### src/rtl/wb_pkg.sv
//------------------------------------------------------------------------------
// wb_pkg
// Shared writeback constants: result-source indices, default widths, bundle type.
// Revision: 1.0
//------------------------------------------------------------------------------
`default_nettype none

package wb_pkg;

    localparam int WB_WIDTH = 32;
    localparam int WB_RD_W  = 5;

    localparam int RESULT_SEL_ALU    = 0;
    localparam int RESULT_SEL_MEM    = 1;
    localparam int RESULT_SEL_PC4    = 2;
    localparam int RESULT_SEL_IMM    = 3;
    localparam int RESULT_SEL_AUIPC  = 4;
    localparam int RESULT_SEL_CSR    = 5;
    localparam int RESULT_SEL_MULDIV = 6;
    localparam int RESULT_SEL_RSVD   = 7;

    typedef struct packed {
        logic [WB_WIDTH-1:0] data;
        logic [WB_RD_W-1:0]  rd;
        logic                we;
    } wb_bundle_t;

endpackage

`default_nettype wire

### src/rtl/wb_skid_buf.sv
//------------------------------------------------------------------------------
// wb_skid_buf
// Two-entry valid/ready buffer; in_ready depends only on registered state.
// Revision: 1.0
//------------------------------------------------------------------------------
`default_nettype none

module wb_skid_buf #(
    parameter int W = 38
) (
    input  logic         clk,
    input  logic         rst,
    input  logic         flush,
    input  logic         in_valid,
    output logic         in_ready,
    input  logic [W-1:0] in_bits,
    output logic         out_valid,
    input  logic         out_ready,
    output logic [W-1:0] out_bits
);

    logic         m_valid_q, m_valid_d;
    logic         s_valid_q, s_valid_d;
    logic [W-1:0] m_bits_q,  m_bits_d;
    logic [W-1:0] s_bits_q,  s_bits_d;
    logic         accept;
    logic         drain;

    assign in_ready  = !s_valid_q;
    assign accept    = in_valid && in_ready;
    assign drain     = m_valid_q && out_ready;
    assign out_valid = m_valid_q;
    assign out_bits  = m_bits_q;

    always_comb begin
        m_valid_d = m_valid_q;
        m_bits_d  = m_bits_q;
        s_valid_d = s_valid_q;
        s_bits_d  = s_bits_q;
        if (s_valid_q) begin
            if (drain) begin
                m_bits_d  = s_bits_q;
                s_valid_d = 1'b0;
            end
        end else if (!m_valid_q || drain) begin
            if (accept) begin
                m_valid_d = 1'b1;
                m_bits_d  = in_bits;
            end else begin
                m_valid_d = 1'b0;
            end
        end else if (accept) begin
            s_valid_d = 1'b1;
            s_bits_d  = in_bits;
        end
        // Flush drops entries but leaves the payload visible on the outputs.
        if (flush) begin
            m_valid_d = 1'b0;
            s_valid_d = 1'b0;
        end
    end

    always_ff @(posedge clk) begin
        if (rst) begin
            m_valid_q <= 1'b0;
            s_valid_q <= 1'b0;
            m_bits_q  <= '0;
            s_bits_q  <= '0;
        end else begin
            m_valid_q <= m_valid_d;
            s_valid_q <= s_valid_d;
            m_bits_q  <= m_bits_d;
            s_bits_q  <= s_bits_d;
        end
    end

endmodule

`default_nettype wire

### src/rtl/wb_result_sel_pipe.sv
//------------------------------------------------------------------------------
// wb_result_sel_pipe
// Registered writeback result select feeding a skid-buffered output stage.
// Option macro WB_RESULT_SEL_ERR_EN: sticky sel_err on out-of-range select.
// Revision: 1.0
//------------------------------------------------------------------------------
`default_nettype none

module wb_result_sel_pipe
    import wb_pkg::*;
#(
    parameter  int WIDTH  = WB_WIDTH,
    parameter  int NUM_IN = 8,
    parameter  int RD_W   = WB_RD_W,
    localparam int SEL_W  = $clog2(NUM_IN)
) (
    input  logic                    clk,
    input  logic                    rst,
    input  logic                    flush,
    input  logic                    in_valid,
    output logic                    in_ready,
    input  logic [SEL_W-1:0]        in_sel,
    input  logic [NUM_IN*WIDTH-1:0] in_data,
    input  logic [RD_W-1:0]         in_rd,
    input  logic                    in_we,
    output logic                    out_valid,
    input  logic                    out_ready,
    output logic [WIDTH-1:0]        out_data,
    output logic [RD_W-1:0]         out_rd,
    output logic                    out_we,
    output logic                    sel_err
);

    localparam int BW = WIDTH + RD_W + 1;

    logic [WIDTH-1:0] sel_val;
    logic             bundle_we;
    logic [BW-1:0]    in_bits;
    logic [BW-1:0]    out_bits;
    logic             buf_valid;

    // Unmatched select values (only possible for non-power-of-2 NUM_IN) yield zero.
    always_comb begin
        sel_val = '0;
        for (int k = 0; k < NUM_IN; k++) begin
            if (in_sel == SEL_W'(k)) begin
                sel_val = in_data[k*WIDTH +: WIDTH];
            end
        end
    end

`ifdef WB_RESULT_SEL_ERR_EN
    logic in_range;
    logic sel_err_q, sel_err_d;

    always_comb begin
        in_range = 1'b0;
        for (int k = 0; k < NUM_IN; k++) begin
            if (in_sel == SEL_W'(k)) begin
                in_range = 1'b1;
            end
        end
    end

    assign bundle_we = in_we & in_range;

    always_comb begin
        sel_err_d = sel_err_q | (in_valid & in_ready & ~in_range);
    end

    always_ff @(posedge clk) begin
        if (rst) begin
            sel_err_q <= 1'b0;
        end else begin
            sel_err_q <= sel_err_d;
        end
    end

    assign sel_err = sel_err_q;
`else
    assign bundle_we = in_we;
    assign sel_err   = 1'b0;
`endif

    assign in_bits = {sel_val, in_rd, bundle_we};

    wb_skid_buf #(
        .W (BW)
    ) u_skid (
        .clk       (clk),
        .rst       (rst),
        .flush     (flush),
        .in_valid  (in_valid),
        .in_ready  (in_ready),
        .in_bits   (in_bits),
        .out_valid (buf_valid),
        .out_ready (out_ready),
        .out_bits  (out_bits)
    );

    assign out_valid = buf_valid;
    assign out_data  = out_bits[BW-1 -: WIDTH];
    assign out_rd    = out_bits[RD_W:1];
    assign out_we    = buf_valid & out_bits[0];

endmodule

`default_nettype wire

### config.mk
export PLATFORM = sky130hd
export DESIGN_NAME = wb_result_sel_pipe
export DESIGN_NICKNAME = d
export VERILOG_FILES = /design/src/rtl/wb_pkg.sv /design/src/rtl/wb_skid_buf.sv /design/src/rtl/wb_result_sel_pipe.sv
export SDC_FILE = /design/constraint.sdc
export NUM_CORES = 1
export LEC_CHECK = 0
export CAP_MARGIN = 30
export CORE_MARGIN = 2
export CORE_UTILIZATION = 36
export DETAILED_ROUTE_END_ITERATION = 10
export GPL_TIMING_DRIVEN = 0
export MAX_ROUTING_LAYER = met4
export PLACE_DENSITY = 0.83
export SYNTH_ARGS = -nofsm -noshare
export SYNTH_HDL_FRONTEND = slang
export SYNTH_SLANG_ARGS = --single-unit
### constraint.sdc
create_clock -name clk -period 1.65 [get_ports clk]
set_clock_uncertainty 0.2 [all_clocks]
set_input_delay 0.165 -clock clk [delete_from_list [all_inputs] [get_ports clk]]
set_output_delay 0.165 -clock clk [all_outputs]
set_load 0.05 [all_outputs]
==> results.yml, run 1 <==
pwr:
  leakage_nw: 3.892
  vdd_drop_max_uv: 473.5
  p_per_area_mw_per_mm2: 669.9
  finalPower_mw: 6.598
setup_path:
  regToRegSetupSlack_ns: -0.12
  critical_path_required_ns: 1.70
  critPathArrivalTime_ns: 1.82
  reg2reg_to: "u_skid.out_bits[11]$_SDFFE_PP0P_"
  critPathTopFamily: "simple AND/OR/NAND/NOR gates"
  critPathMaxFanout: 6
  worst-path-stages: 6
  crit_chain: "inv_4 -> o21ai_4 -> o21ai_4 -> or3_4 -> buf_12 -> o211ai_1"
  path_common_cell: "o21ai_4"
  rr_startpoint: "u_skid.s_valid_q$_SDFF_PP0_"
  reg2regPathDepth: 6
  start_kind: "flip-flop"
  end_kind: "flip-flop"
  crit_path_top_delay_cell: "or3_4"
  slowest_delay_ns: 0.46
  cp_num_buf_inv: 2
  crit_type: "reg -> reg"
finish:
  fin_nets: 1260
  area_delta_synth_final_pct: 74.93
  final_core_util: 0.6455
  stdcell_count: 1206
  n_antenna_cell: 0
  layout-drive-gt1-share: 0.2211
  postLayoutCellArea_mm2: 0.009849
  n_fill_cell: 1297
detailed_routing:
  viasPerCell: 5.360
  wl_per_cell_um: 18.98
  drt_wl_total_mm: 22.89
  drtAntennaViolNets: 0
  drc: 0
  vias: 6464
  dr.pass1.iters: 4
  drt_iter0_drc: 396
synthesis:
  synth_warnings: 0
  avgSynthCellArea_um2: 8.636
  syn_nets: 922
  ys_async_sr_fraction: 0
  synthFlopType: "dfxtp_1"
  synth_edf_count: 0
  ys_types: 34
  syn-cell-area_mm2: 0.005630
  ys_seq_area_frac: 0.2773
  ys_seq_elements: 78
  synthCells: 652
run:
  maxCapViolCount: 0
sta:
  drv_slew: 0
  hold_viol_final: 0
  setup_viol: 55
  rsz0062_at_grt: "true"
  tightest_slew_ns: 0.6054
  fin_ws_ns: -0.1193
  period_minus_slack_ns: 1.769
  slew_headroom: 0.5964
  fmax_ghz: 0.5652
  fin_crit_sh: 1.072
floorplanning:
  die_y_um: 129.1
  die_w_um: 129.1
  die-area_mm2: 0.01666
  core_area_mm2: 0.01526
  ioPinCount: 311
  start_util: 0.3690
  rows: 45
global_route:
  grt_max_degree: 14
  grt_pass1_wl_mm: 34.49
  first_global_vias: 6577
  antenna_found_initial: 0
  track_usage: 0.2737
  grt-ovfl-total: 0
worst_hold_path:
  hp-class: "in -> reg"
  worstHoldStart: "flush"
  whs_path_depth: 2
  holdPathEnd: "u_skid.out_valid$_SDFFE_PP0P_"
place:
  port_buffers: 307
  gp_congestion: 0.8605
  hpwlAfterDp_mm: 17.58
  post-place-ws_ns: -0.9141
  placed_area_mm2: 0.008982
  post-place-cells: 1170
cts:
  clockBufferDepth: 2
  hold_buffers: 0
  cts_sinks: 78
  clk_latency_ns: 0.33
  path_clk_slew_ns: 0.06
  cts_tree: "done"
  cts_buffers: 9
  cts_root_buffer: "clkbuf_16"
  cts_max_level: 3
status:
  outcome: "complete, but fails checks"
  violations: "setup timing"
-- worst reg2reg max path: stages (launching register included) --
cell and delay [ns]:
dfxtp_4 0.39, inv_4 0.05, o21ai_4 0.18, o21ai_4 0.09, or3_4 0.46, buf_12 0.18, o211ai_1 0.16
-- Yosys cell counts (all sizes together), types with 2 or more instances --
cell     n  area share
dfxtp   78        0.28
nand4b  26       0.040
nor2b    7      0.0078
nor2    40       0.027
o21ai    7      0.0076
a211oi  44       0.059
nand2   45       0.030
mux2i   92        0.16
a22oi   54       0.072
nand3b  28       0.037
nand2b  11       0.012
buf     74       0.094
clkbuf  34       0.023
nand3   10      0.0089
o22ai    5      0.0056
or3      2      0.0022
a21oi   22       0.020
inv      2      0.0013
o211ai  63        0.10
-- cells in the final DEF, fill, tap and decap left out, types with 6 or more instances in the layout --
cell type / synthesis / routed
clkdlybuf4s50_1: 0 / 266
mux2i_1: 92 / 90
dfxtp_1: 78 / 76
buf_4: 43 / 62
nand2_1: 45 / 44
o211ai_1: 43 / 43
a211oi_1: 44 / 40
nor2_1: 39 / 39
a22oi_1: 54 / 33
clkbuf_2: 0 / 30
nand3b_1: 28 / 28
nand4b_1: 26 / 26
a22oi_2: 0 / 21
o211ai_2: 20 / 20
a21oi_1: 22 / 20
buf_2: 18 / 12
clkdlybuf4s15_1: 0 / 12
buf_6: 9 / 10
clkbuf_1: 34 / 10
nand2b_1: 11 / 10
nand3_1: 10 / 10
clkbuf_16: 0 / 10
clkdlybuf4s15_2: 0 / 9
buf_12: 0 / 8
nor2b_1: 7 / 7
buf_8: 0 / 6
-- cell families (layout without fill, tap and decap cells) --
family / after synthesis / in the layout / synth area share
other cells: 1 / 1 / 0.0006660
mux: 92 / 92 / 0.1636
simple gates: 172 / 172 / 0.1691
buf+inv: 110 / 453 / 0.1180
compound gates: 199 / 199 / 0.2713
flops: 78 / 78 / 0.2773
-- what timing repair did --
item | 4_1_cts | 5_1_grt
endpoints found under the setup margin | 117 | 97
resized for setup | 181 | 58
cloned | 2 | 1
pin swaps | 28 | 10
setup buffers | 10 | 11
-- per-stage QoR --
| stage | TNS [ns] | hold slack (ns) |
|---|---|---|
| detailed placement | -54.75 | 0.2480 |
| CTS | -2.125 | 0.2002 |
| floorplan | -1.921 | 0.03372 |
| global route | -6.574 | 0.2309 |
| global placement | -53.97 | 0.2409 |
| finish | -2.816 | 0.2184 |
-- layout make-up --
type	count	area [µm²]	share of cell area
multi-input cells	464	3585	0.3639
repair buffers	331	3257	0.3307
flip-flops and latches	78	1569	0.1593
plain buffers	104	824.5	0.08371
well taps	211	264.0	0.02680
clock buffers	9	225.2	0.02287
clock inverters	7	112.6	0.01143
inverters	2	12.51	0.001270
-- where the power goes --
group          switching (mW)  internal [mW]  total, mW
combinational            1.09           1.22       2.31
clock                   0.776           1.47       2.24
sequential             0.0571           1.99       2.04
-- worst max-delay path by stage --
stage                                  startpoint                          endpoint
floorplan           u_skid.out_valid$_SDFFE_PP0P_  u_skid.out_bits[12]$_SDFFE_PP0P_
detailed placement                      in_sel[1]  u_skid.s_bits_q[32]$_SDFFE_PP0P_
finish                u_skid.s_valid_q$_SDFF_PP0_  u_skid.out_bits[11]$_SDFFE_PP0P_
global placement                        in_sel[1]  u_skid.s_bits_q[32]$_SDFFE_PP0P_
global route          u_skid.s_valid_q$_SDFF_PP0_   u_skid.out_bits[6]$_SDFFE_PP0P_
CTS                 u_skid.out_valid$_SDFFE_PP0P_   u_skid.out_bits[9]$_SDFFE_PP0P_
-- per-layer routing --
layer / GRT usage / vias up / share of wire
li1: - / 3103 / -
met1: 0.3174 / 3038 / 0.40
met2: 0.4896 / 286 / 0.51
met3: 0.03757 / 37 / 0.065
met4: 0.08568 / 0 / 0.020
met5: - / - / 0
-- flip-flops by register name, summed over array words and instances, names as in the netlist --
signal,cells
u_skid.out_bits,38
u_skid.out_valid,1
u_skid.s_bits_q,38
u_skid.s_valid_q,1
Power figures use the tool's default switching activity.
==> inputs of run 2 (changes only) <==
PLACE_DENSITY = 0.84   (was 0.83)
==> results.yml, run 2 (synthesis results as in run 1) <==
status:
  outcome: "complete, but fails checks"
  violations: "setup timing"
global_route:
  grt-ovfl-total: 0
  antenna_found_initial: 0
  grt_util_met2: 0.4877
  grt_max_degree: 14
  grt.busiest_layer: "met2"
  use_met3: 0.03509
  track_usage: 0.2711
  first_global_vias: 6433
  grt_pass1_wl_mm: 33.78
  grtUsageMet1: 0.3215
pwr:
  vdd_drop_max_uv: 603.1
  intPower_mw: 4.582
  p_per_area_mw_per_mm2: 662.0
  seqPwrFrac: 0.313
  power_switching_mw: 1.940
  leakage_nw: 3.870
  p_clk_frac: 0.329
  p_sw_frac: 0.2974
  p_comb_frac: 0.358
sta:
  slew_headroom: 0.6359
  hold_viol_final: 0
  setup_viol: 45
  fin_ws_ns: -0.1208
  fin_crit_sh: 1.073
  fmax_ghz: 0.5647
  drv_slew: 0
  tightest_slew_ns: 0.5461
  period_minus_slack_ns: 1.771
  rsz0062_at_grt: "true"
finish:
  stdcell_count: 1200
  postLayoutCellArea_mm2: 0.009853
  fin_nets: 1254
  layout_commonest_cell: "clkdlybuf4s50_1"
  layout-drive-gt1-share: 0.2224
  area_delta_synth_final_pct: 75.00
  n_antenna_cell: 0
  final_cell_mix: "clkdlybuf4s50_1 (266), mux2i_1 (89), dfxtp_1 (76)"
floorplanning:
  core_area_mm2: 0.01526
  die_y_um: 129.1
  ioPinCount: 311
  start_util: 0.3690
  die-area_mm2: 0.01666
  rows: 45
  die_w_um: 129.1
cts:
  cts_max_level: 3
  cts_root_buffer: "clkbuf_16"
  cts_tree: "done"
  cts_buffers: 9
  clockBufferDepth: 2
  cts_sinks: 78
  path_clk_slew_ns: 0.06
  clk_latency_ns: 0.33
setup_path:
  start_kind: "flip-flop"
  critPathMaxFanout: 6
  end_kind: "flip-flop"
  critical_path_required_ns: 1.70
  crit_type: "reg -> reg"
  critPathArrivalTime_ns: 1.82
place:
  port_buffers: 307
  post-place-cells: 1170
  placed_area_mm2: 0.008982
  hpwlAfterDp_mm: 17.80
  gp_congestion: 0.8430
  post-place-ws_ns: -0.9471
detailed_routing:
  drt_iter0_drc: 377
  drtAntennaViolNets: 0
  wl_per_cell_um: 19.34
  drc: 0
  drt_wl_total_mm: 23.21
  viasPerCell: 5.393
  vias: 6471
  dr.pass1.iters: 5
worst_hold_path:
  hp-class: "in -> reg"
run:
  maxCapViolCount: 0
-- run 2: changes by cell type in the layout (fill, tap and decap cells not counted), sizes merged --
cell / previous run / this run
clkbuf: 54 / 62
dlygate4sd2: 0 / 1
bufinv: 3 / 2
buf: 103 / 94
clkdlybuf4s15: 21 / 17
clkinv: 3 / 0
clkinvlp: 1 / 3
-- run 2: critical path, cell delays in order, from the launching register on --
cell and delay (ns):
dfxtp_4 0.38, inv_4 0.05, o21ai_4 0.18, o21ai_4 0.09, or3_4 0.46, buf_12 0.17, o211ai_1 0.16
-- run 2: worst paths after layout --
kind                                        start                               to  slack, ns  cells past startpoint
setup / recovery    u_skid.out_valid$_SDFFE_PP0P_  u_skid.out_bits[8]$_SDFFE_PP0P_      -0.12                      6
hold reg to reg   u_skid.s_bits_q[5]$_SDFFE_PP0P_  u_skid.s_bits_q[5]$_SDFFE_PP0P_       0.26                      2
hold / removal                           in_rd[1]  u_skid.s_bits_q[2]$_SDFFE_PP0P_       0.21                      3
setup reg to reg    u_skid.out_valid$_SDFFE_PP0P_  u_skid.out_bits[8]$_SDFFE_PP0P_      -0.12                      6
-- run 2: final cells by class --
class	count	area, µm²
plain buffers	105	862.1
clock buffers	11	242.7
clock inverters	5	82.58
fillers	1305	5405
inverters	2	10.01
multi-input cells	464	3617
flip-flops and latches	78	1569
well taps	211	264.0
repair buffers	324	3206
-- run 2: metrics by stage --
| step | setup TNS [ns] | utilization | power [mW] | hold slack (ns) |
|---|---|---|---|---|
| finish | -2.590 | 0.6458 | 6.523 | 0.2068 |
| global route | -6.594 | 0.6458 | 6.760 | 0.2310 |
| CTS | -2.188 | 0.6412 | 6.496 | 0.2102 |
| detailed placement | -55.44 | 0.5887 | 4.266 | 0.2487 |
| global placement | -53.73 | 0.5887 | 4.237 | 0.2408 |
| floorplan | -1.921 | - | 3.205 | 0.03372 |
-- run 2: routing by layer --
layer  up-vias  wire [µm]
li1       3082          -
met3        32       1458
met1      3067       9506
met4         0        446
met5         -          0
met2       290      11800
-- run 2: power groups by stage --
stage	registers, mW	clock network [mW]	logic (mW)
after global placement	2.08	0	2.16
after floorplan	2.07	0	1.13
after detailed placement	2.08	0	2.18
final	2.04	2.15	2.33
after global routing	2.05	2.24	2.47
after CTS	2.04	2.16	2.30
-- run 2: repair_timing --
| item | 4_1_cts | 5_1_grt |
|---|---|---|
| hold buffers | 0 | 0 |
| gates cloned | 2 | 3 |
| endpoints found under the setup margin | 117 | 100 |
| buffers inserted | 10 | 2 |
| gates resized for setup | 184 | 68 |
| pin swaps | 32 | 7 |
